[config.mk]
export PLATFORM = sky130hd
export DESIGN_NAME = alu_operand_sequencer
export DESIGN_NICKNAME = d
export VERILOG_FILES = /design/src/rtl/cpu_types_pkg.sv /design/src/rtl/key_debounce.sv /design/src/rtl/alu_operand_sequencer.sv
export SDC_FILE = /design/constraint.sdc
export NUM_CORES = 1
export LEC_CHECK = 0
export BUFFER_PORTS_ARGS = -buffer_cell sky130_fd_sc_hd__buf_2
export CORE_ASPECT_RATIO = 2
export CORE_MARGIN = 1
export CORE_UTILIZATION = 54
export DETAILED_ROUTE_END_ITERATION = 10
export PLACE_DENSITY = 0.79
export SETUP_SLACK_MARGIN = 0.15
export SYNTH_ARGS = -nofsm -noshare
export SYNTH_HDL_FRONTEND = slang
export SYNTH_SLANG_ARGS = --single-unit
export TNS_END_PERCENT = 30
[constraint.sdc]
create_clock -name CLK -period 1.9 [get_ports CLK]
set_input_delay 0.19 -clock CLK [delete_from_list [all_inputs] [get_ports CLK]]
set_output_delay 0.19 -clock CLK [all_outputs]
set_load 0.01 [all_outputs]
[src/rtl/cpu_types_pkg.sv]
// rtl/cpu_types_pkg.sv - shared CPU types: ALU opcodes, loader states, operand sign extension
package cpu_types_pkg;

  typedef enum logic [3:0] {
    ALU_SLL  = 4'd0,
    ALU_SRL  = 4'd1,
    ALU_ADD  = 4'd2,
    ALU_SUB  = 4'd3,
    ALU_AND  = 4'd4,
    ALU_OR   = 4'd5,
    ALU_XOR  = 4'd6,
    ALU_NOR  = 4'd7,
    ALU_SLT  = 4'd8,
    ALU_SLTU = 4'd9
  } aluop_t;

  typedef enum logic [1:0] {
    LOAD_A  = 2'd0,
    LOAD_B  = 2'd1,
    LOAD_OP = 2'd2,
    SHOW    = 2'd3
  } ld_state_t;

  localparam int SEXT_W = 16;

  // Bit 16 of the switch bank is the sign; replicate it above the 16-bit value.
  function automatic logic [31:0] sext_operand(input logic [16:0] v);
    return {{SEXT_W{v[16]}}, v[15:0]};
  endfunction

endpackage

[src/rtl/key_debounce.sv]
// rtl/key_debounce.sv - synchronizer, debounce counter and press pulse for one active-low key
module key_debounce #(
  parameter int unsigned DEBOUNCE_CYCLES = 50000,
  parameter int          CNT_W           = 16
) (
  input  logic clk,
  input  logic rst_n,
  input  logic key_n,
  output logic press
);

  localparam logic [CNT_W-1:0] CNT_LAST = CNT_W'(DEBOUNCE_CYCLES - 1);

  logic             sync1;
  logic             sync2;
  logic             stable;
  logic             stable_d;
  logic [CNT_W-1:0] cnt;

  // Idle is released (1) everywhere so reset itself never looks like a press.
  always_ff @(posedge clk or negedge rst_n) begin
    if (!rst_n) begin
      sync1    <= 1'b1;
      sync2    <= 1'b1;
      stable   <= 1'b1;
      stable_d <= 1'b1;
      cnt      <= '0;
      press    <= 1'b0;
    end else begin
      sync1    <= key_n;
      sync2    <= sync1;
      stable_d <= stable;
      press    <= stable_d & ~stable;
      if (sync2 != stable) begin
        if (cnt == CNT_LAST) begin
          stable <= sync2;
          cnt    <= '0;
        end else begin
          cnt <= cnt + 1'b1;
        end
      end else begin
        cnt <= '0;
      end
    end
  end

endmodule

[src/rtl/alu_operand_sequencer.sv]
// rtl/alu_operand_sequencer.sv - debounced menu loader for ALU operands A, B and opcode
module alu_operand_sequencer
  import cpu_types_pkg::*;
#(
  parameter int unsigned DEBOUNCE_CYCLES = 50000,
  parameter int          CNT_W           = 16
) (
  input  logic        CLK,
  input  logic        nRST,
  input  logic [17:0] SW,
  input  logic [3:0]  KEY,
  output logic [31:0] portA,
  output logic [31:0] portB,
  output aluop_t      aluop,
  output logic        operands_valid,
  output ld_state_t   ld_state
);

  logic [16:0] sw_meta;
  logic [16:0] sws;
  logic        enter_evt;
  logic        clear_evt;
  ld_state_t   state_q;
  ld_state_t   state_d;
  logic        load_a;
  logic        load_b;
  logic        load_op;
  logic        unused_inputs;

  assign unused_inputs = ^{SW[17], KEY[3:2]};

  always_ff @(posedge CLK or negedge nRST) begin
    if (!nRST) begin
      sw_meta <= '0;
      sws     <= '0;
    end else begin
      sw_meta <= SW[16:0];
      sws     <= sw_meta;
    end
  end

  key_debounce #(.DEBOUNCE_CYCLES(DEBOUNCE_CYCLES), .CNT_W(CNT_W)) u_enter (
    .clk   (CLK),
    .rst_n (nRST),
    .key_n (KEY[0]),
    .press (enter_evt)
  );

  key_debounce #(.DEBOUNCE_CYCLES(DEBOUNCE_CYCLES), .CNT_W(CNT_W)) u_clear (
    .clk   (CLK),
    .rst_n (nRST),
    .key_n (KEY[1]),
    .press (clear_evt)
  );

  always_ff @(posedge CLK or negedge nRST) begin
    if (!nRST) state_q <= LOAD_A;
    else       state_q <= state_d;
  end

  // Clear outranks enter; a coincident enter is simply dropped.
  always_comb begin
    state_d = state_q;
    if (clear_evt) begin
      state_d = LOAD_A;
    end else if (enter_evt) begin
      case (state_q)
        LOAD_A:  state_d = LOAD_B;
        LOAD_B:  state_d = LOAD_OP;
        LOAD_OP: state_d = SHOW;
        default: state_d = LOAD_A;
      endcase
    end
  end

  always_comb begin
    load_a  = 1'b0;
    load_b  = 1'b0;
    load_op = 1'b0;
    if (enter_evt && !clear_evt) begin
      load_a  = (state_q == LOAD_A);
      load_b  = (state_q == LOAD_B);
      load_op = (state_q == LOAD_OP);
    end
  end

  // Operands move only on load or clear edges so the ALU never sees glitches.
  always_ff @(posedge CLK or negedge nRST) begin
    if (!nRST) begin
      portA          <= '0;
      portB          <= '0;
      aluop          <= ALU_SLL;
      operands_valid <= 1'b0;
    end else begin
      operands_valid <= (state_d == SHOW);
      if (clear_evt) begin
        portA <= '0;
        portB <= '0;
        aluop <= ALU_SLL;
      end else begin
        if (load_a)  portA <= sext_operand(sws);
        if (load_b)  portB <= sext_operand(sws);
        if (load_op) aluop <= aluop_t'(sws[3:0]);
      end
    end
  end

  assign ld_state = state_q;

endmodule
==> out/summary.txt <==
LAYOUT
------------------------------------------------------------------------------------------------------
Area occupied by registers                                                                    2940 um2
Layout overhead on the synthesized area                                                          26.8%
Fill cell count                                                                                    585
Post-layout net count                                                                              546
Combined area of the multi-input logic cells                                                  1390 um2
Antenna diode count                                                                                  0
Share of post-route cells with drive strength above 1                                            27.7%

YOSYS
------------------------------------------------------------------------------------------------------
Synthesized netlist net count                                                                      450
Average size of a mapped cell                                                                 11.0 um2
Netlist cell types                                                                                  27
Synth top area share                                                                             59.1%
Most area-hungry cell type in the Yosys netlist                                           sky130_fd_sc_hd__dfrtp_1
Leading post-synthesis cells by cell area                                                 sky130_fd_sc_hd__dfrtp_1 59%, sky130_fd_sc_hd__nand2_1 6.7%, sky130_fd_sc_hd__buf_4 4.9%
Flip-flop cell with the highest count after synthesis                                     sky130_fd_sc_hd__dfrtp_1
Synth async-reset ratio                                                                           100%
Cell area after synthesis                                                                     4610 um2
Flops & latches, synth                                                                             117
Sequential area share after synthesis                                                            63.7%
Number of flops mapped to enable cells by yosys                                                      0
Count of yosys warnings during synthesis                                                             0
Synthesized instance count                                                                         421

WORST SETUP PATH
------------------------------------------------------------------------------------------------------
RR Startpoint                                                                             u_clear.cnt[4]
Slowest Stage Delay on Critical Path                                                           0.49 ns
Cells on worst reg2reg path                                                                          4
Capture point of the critical path                                                        u_clear.cnt[9]
Data required time at the worst endpoint                                                       2.19 ns
Arrival time of the worst setup path                                                           2.08 ns
Crit end category                                                                            flip-flop
Cell family contributing the most delay on the critical path                              simple AND/OR/NAND/NOR gates
Origin of the worst setup path                                                            u_clear.cnt[4]
Buf+Inv Stages, Crit Path                                                                            1
Highest-delay cell along the critical path                                                sky130_fd_sc_hd__or3_1
Kind of start point of the critical path                                                     flip-flop
Maximum fanout encountered on the critical timing path                                               6
Critical Path, Cell by Cell                                                               or3_1 > o41ai_4 > buf_2 > nor2_1
FF-to-FF setup slack                                                                           0.11 ns
Worst reg2reg path endpoint                                                               u_clear.cnt[9]
Classification of the worst setup path                                                    flip-flop to flip-flop
Count of cell instances traversed by the critical path                                               4

STA
------------------------------------------------------------------------------------------------------
Final worst-path cycle share                                                                     94.5%
Relative slew margins                                                                            57.9%
Peak Freq                                                                                      557 MHz
Final slew viol count                                                                                0
Setup repair after global routing missed its margin                                                yes
Largest clock skew in the final design                                                      0.00708 ns
Period minus WS final                                                                          1.79 ns
Final setup violating endpoints                                                                      0
Transition time at the pin with the least slew margin                                         0.630 ns
Total negative setup slack                                                                        0 ns
Final Hold Violating Endpoints                                                                       0

GRT
------------------------------------------------------------------------------------------------------
Largest net degree at the start of global routing                                                   64
Global-route usage over all layers                                                               22.9%
Overall overflow remaining after global route                                                        0
Vias in the first global route                                                                   3,246
Initial antenna violation count                                                                      0
Wire length of the first global-routing pass                                                 14,900 um

DETAILED ROUTING
------------------------------------------------------------------------------------------------------
Met1 WL                                                                                        3300 um
Antenna viol nets, final                                                                             0
Post-route DRC violation count                                                                       0
Violation count after the first detailed-route iteration                                           270
Highest layer used for signal routing                                                             met4
Amount of wire on met2 after detailed routing                                                  5410 um
WL met3                                                                                         368 um
Average via count per standard cell                                                               5.31
Routed wirelength normalized by instance count                                                 14.9 um
Via count                                                                                        3,333
Post-detailed-routing wire length                                                              9340 um
First drt pass iteration count                                                                       4

FLOORPLAN
------------------------------------------------------------------------------------------------------
Count of boundary I/O pins                                                                          95
Die width                                                                                      67.3 um
Rows                                                                                                47
Die area                                                                                      8940 um2
Y dimension of the die                                                                          133 um
Area of the placeable core                                                                    8290 um2
Initial core utilization                                                                         55.6%

CLOCK TREE
------------------------------------------------------------------------------------------------------
CTS Root Buffer Type                                                                      sky130_fd_sc_hd__clkbuf_16
Sinks on Clock Net                                                                                 117
Cts bufs inserted                                                                                   17
Latest clock arrival within the worst-skew pair                                                0.40 ns
Clock transition at the register clock pins on the worst setup and hold paths after CTS        0.06 ns
TritonCTS clock tree                                                                               yes
Max Buffers Root-to-Sink                                                                             2
Level count of the clock H-tree                                                                      4

OUTCOME
------------------------------------------------------------------------------------------------------
Status                                                                                    finished, final reports clean

RUN
------------------------------------------------------------------------------------------------------
Maxcap violations                                                                                    0

PLACED DESIGN
------------------------------------------------------------------------------------------------------
Final weighted congestion in routability-driven placement                                        0.878
Final HPWL DP                                                                                  5980 um
PortBufs                                                                                            91

POWER
------------------------------------------------------------------------------------------------------
Max IR drop VDD                                                                               0.868 mV
Tot Pwr                                                                                        5980 uW
Total power density per cell area                                                          1020 nW/um2
Leakage power of the design                                                                 0.00279 uW

MIN PATH
------------------------------------------------------------------------------------------------------
Hold crit path type                                                                       input port to asynchronous set/reset pin

[sequential cells by signal, summed over array words and instances, names as in the netlist]
signal,flops
portA,17
portB,17
sw_meta,17
sws,17
u_clear.cnt,16
u_enter.cnt,16
aluop,4
ld_state,2
operands_valid,1
u_clear.press,1
u_clear.stable,1
u_clear.stable_d,1
u_clear.sync1,1
u_clear.sync2,1
u_enter.press,1
u_enter.stable,1
u_enter.stable_d,1
u_enter.sync1,1
u_enter.sync2,1
[report_power, final]
group          switching, uW  leakage (uW)  total [uW]  internal [uW]
registers               31.4       0.00152        2580           2550
clock network           1090      0.000288        3250           2160
logic                   80.7      0.000977         147           66.5
[final cells by class]
type                       instances  share of cell area, %
clock buffer                      21                   8.04
clock inverter                    11                   2.57
inverter                           8                  0.513
multi-input combinational        252                   23.8
sequential                       117                   50.2
tap                               98                   2.10
timing repair buffer             121                   12.8
[routing by layer]
metal | global-route usage (%) | vias to the layer above
li1 | - | 1543
met1 | 23.4 | 1654
met2 | 40.6 | 117
met3 | 6.03 | 19
met4 | 11.5 | 0
met5 | 0 | -
[Yosys cell counts (3+ instances only)]
cell type,count
sky130_fd_sc_hd__ha_1,5
sky130_fd_sc_hd__nand3_1,16
sky130_fd_sc_hd__nor3_1,9
sky130_fd_sc_hd__nor2_1,37
sky130_fd_sc_hd__and3_1,3
sky130_fd_sc_hd__inv_1,8
sky130_fd_sc_hd__nor4_1,9
sky130_fd_sc_hd__nand2_1,82
sky130_fd_sc_hd__a21oi_1,38
sky130_fd_sc_hd__clkbuf_1,12
sky130_fd_sc_hd__dfrtp_1,109
sky130_fd_sc_hd__xor2_1,6
sky130_fd_sc_hd__dfstp_2,8
sky130_fd_sc_hd__xnor2_1,25
sky130_fd_sc_hd__nand4_1,8
sky130_fd_sc_hd__buf_4,30
[per-stage QoR]
step	instance area [um2]	worst slack (ns)	utilization, %	instances	hold slack, ns
global placement	4990	0.103	60.1	575	0.131
CTS	5810	0.202	70.1	627	0.254
floorplan	4610	0.223	-	421	-0.106
detailed placement	4990	0.138	60.1	575	0.138
global route	5850	0.0707	70.5	628	0.297
finish	5850	0.105	70.5	628	0.253
[worst min-delay path by stage]
| stage | from | end | slack, ns |
|---|---|---|---|
| after floorplan | nRST | aluop[0] | -0.11 |
| after global placement | nRST | u_enter.cnt[0] | 0.13 |
| after detailed placement | nRST | sw_meta[0] | 0.14 |
| after CTS | nRST | aluop[3] | 0.25 |
| after global routing | nRST | aluop[1] | 0.30 |
| final | nRST | aluop[3] | 0.25 |
[worst reg2reg max path, delay by kind of cell, from the launching register on]
| family | cells | cell delay [ns] |
|---|---|---|
| AO/OA/AOI/OAI | 1 | 0.46 |
| flip-flops | 1 | 0.44 |
| AND/OR/NAND/NOR | 2 | 0.55 |
| buffers and inverters | 1 | 0.24 |
[cells by family after synthesis]
group	after synthesis	synth area share (%)
mux	3	0.705
fa+ha+maj	5	1.36
compound gates	39	4.72
xor+xnor	31	5.89
flops	117	63.7
simple gates	174	16.8
buf+inv	52	6.86
[repair_timing]
item | in CTS | in global routing
pin swaps | 0 | 4
setup endpoints to repair | 12 | 18
hold buffers | 20 | 0
gates resized for setup | 1 | 5
setup buffers | 0 | 0
endpoints found under the hold margin | 43 | 0
gates cloned | 0 | 1
[cells in the final DEF (no fill, tap or decap), types with 5 or more instances in the layout]
master and instances:
sky130_fd_sc_hd__clkinvlp_4 5, sky130_fd_sc_hd__nand3_1 16, sky130_fd_sc_hd__buf_2 91, sky130_fd_sc_hd__ha_1 5
sky130_fd_sc_hd__a21oi_1 38, sky130_fd_sc_hd__dfstp_2 8, sky130_fd_sc_hd__buf_4 8, sky130_fd_sc_hd__nor4_1 6
sky130_fd_sc_hd__clkbuf_16 17, sky130_fd_sc_hd__nor3_1 9, sky130_fd_sc_hd__nand2_1 82, sky130_fd_sc_hd__dfrtp_1 109
sky130_fd_sc_hd__xnor2_1 25, sky130_fd_sc_hd__nand4_1 8, sky130_fd_sc_hd__inv_1 8, sky130_fd_sc_hd__xor2_1 6
sky130_fd_sc_hd__nor2_1 37, sky130_fd_sc_hd__dlygate4sd3_1 20
Power figures use the tool's default switching activity.
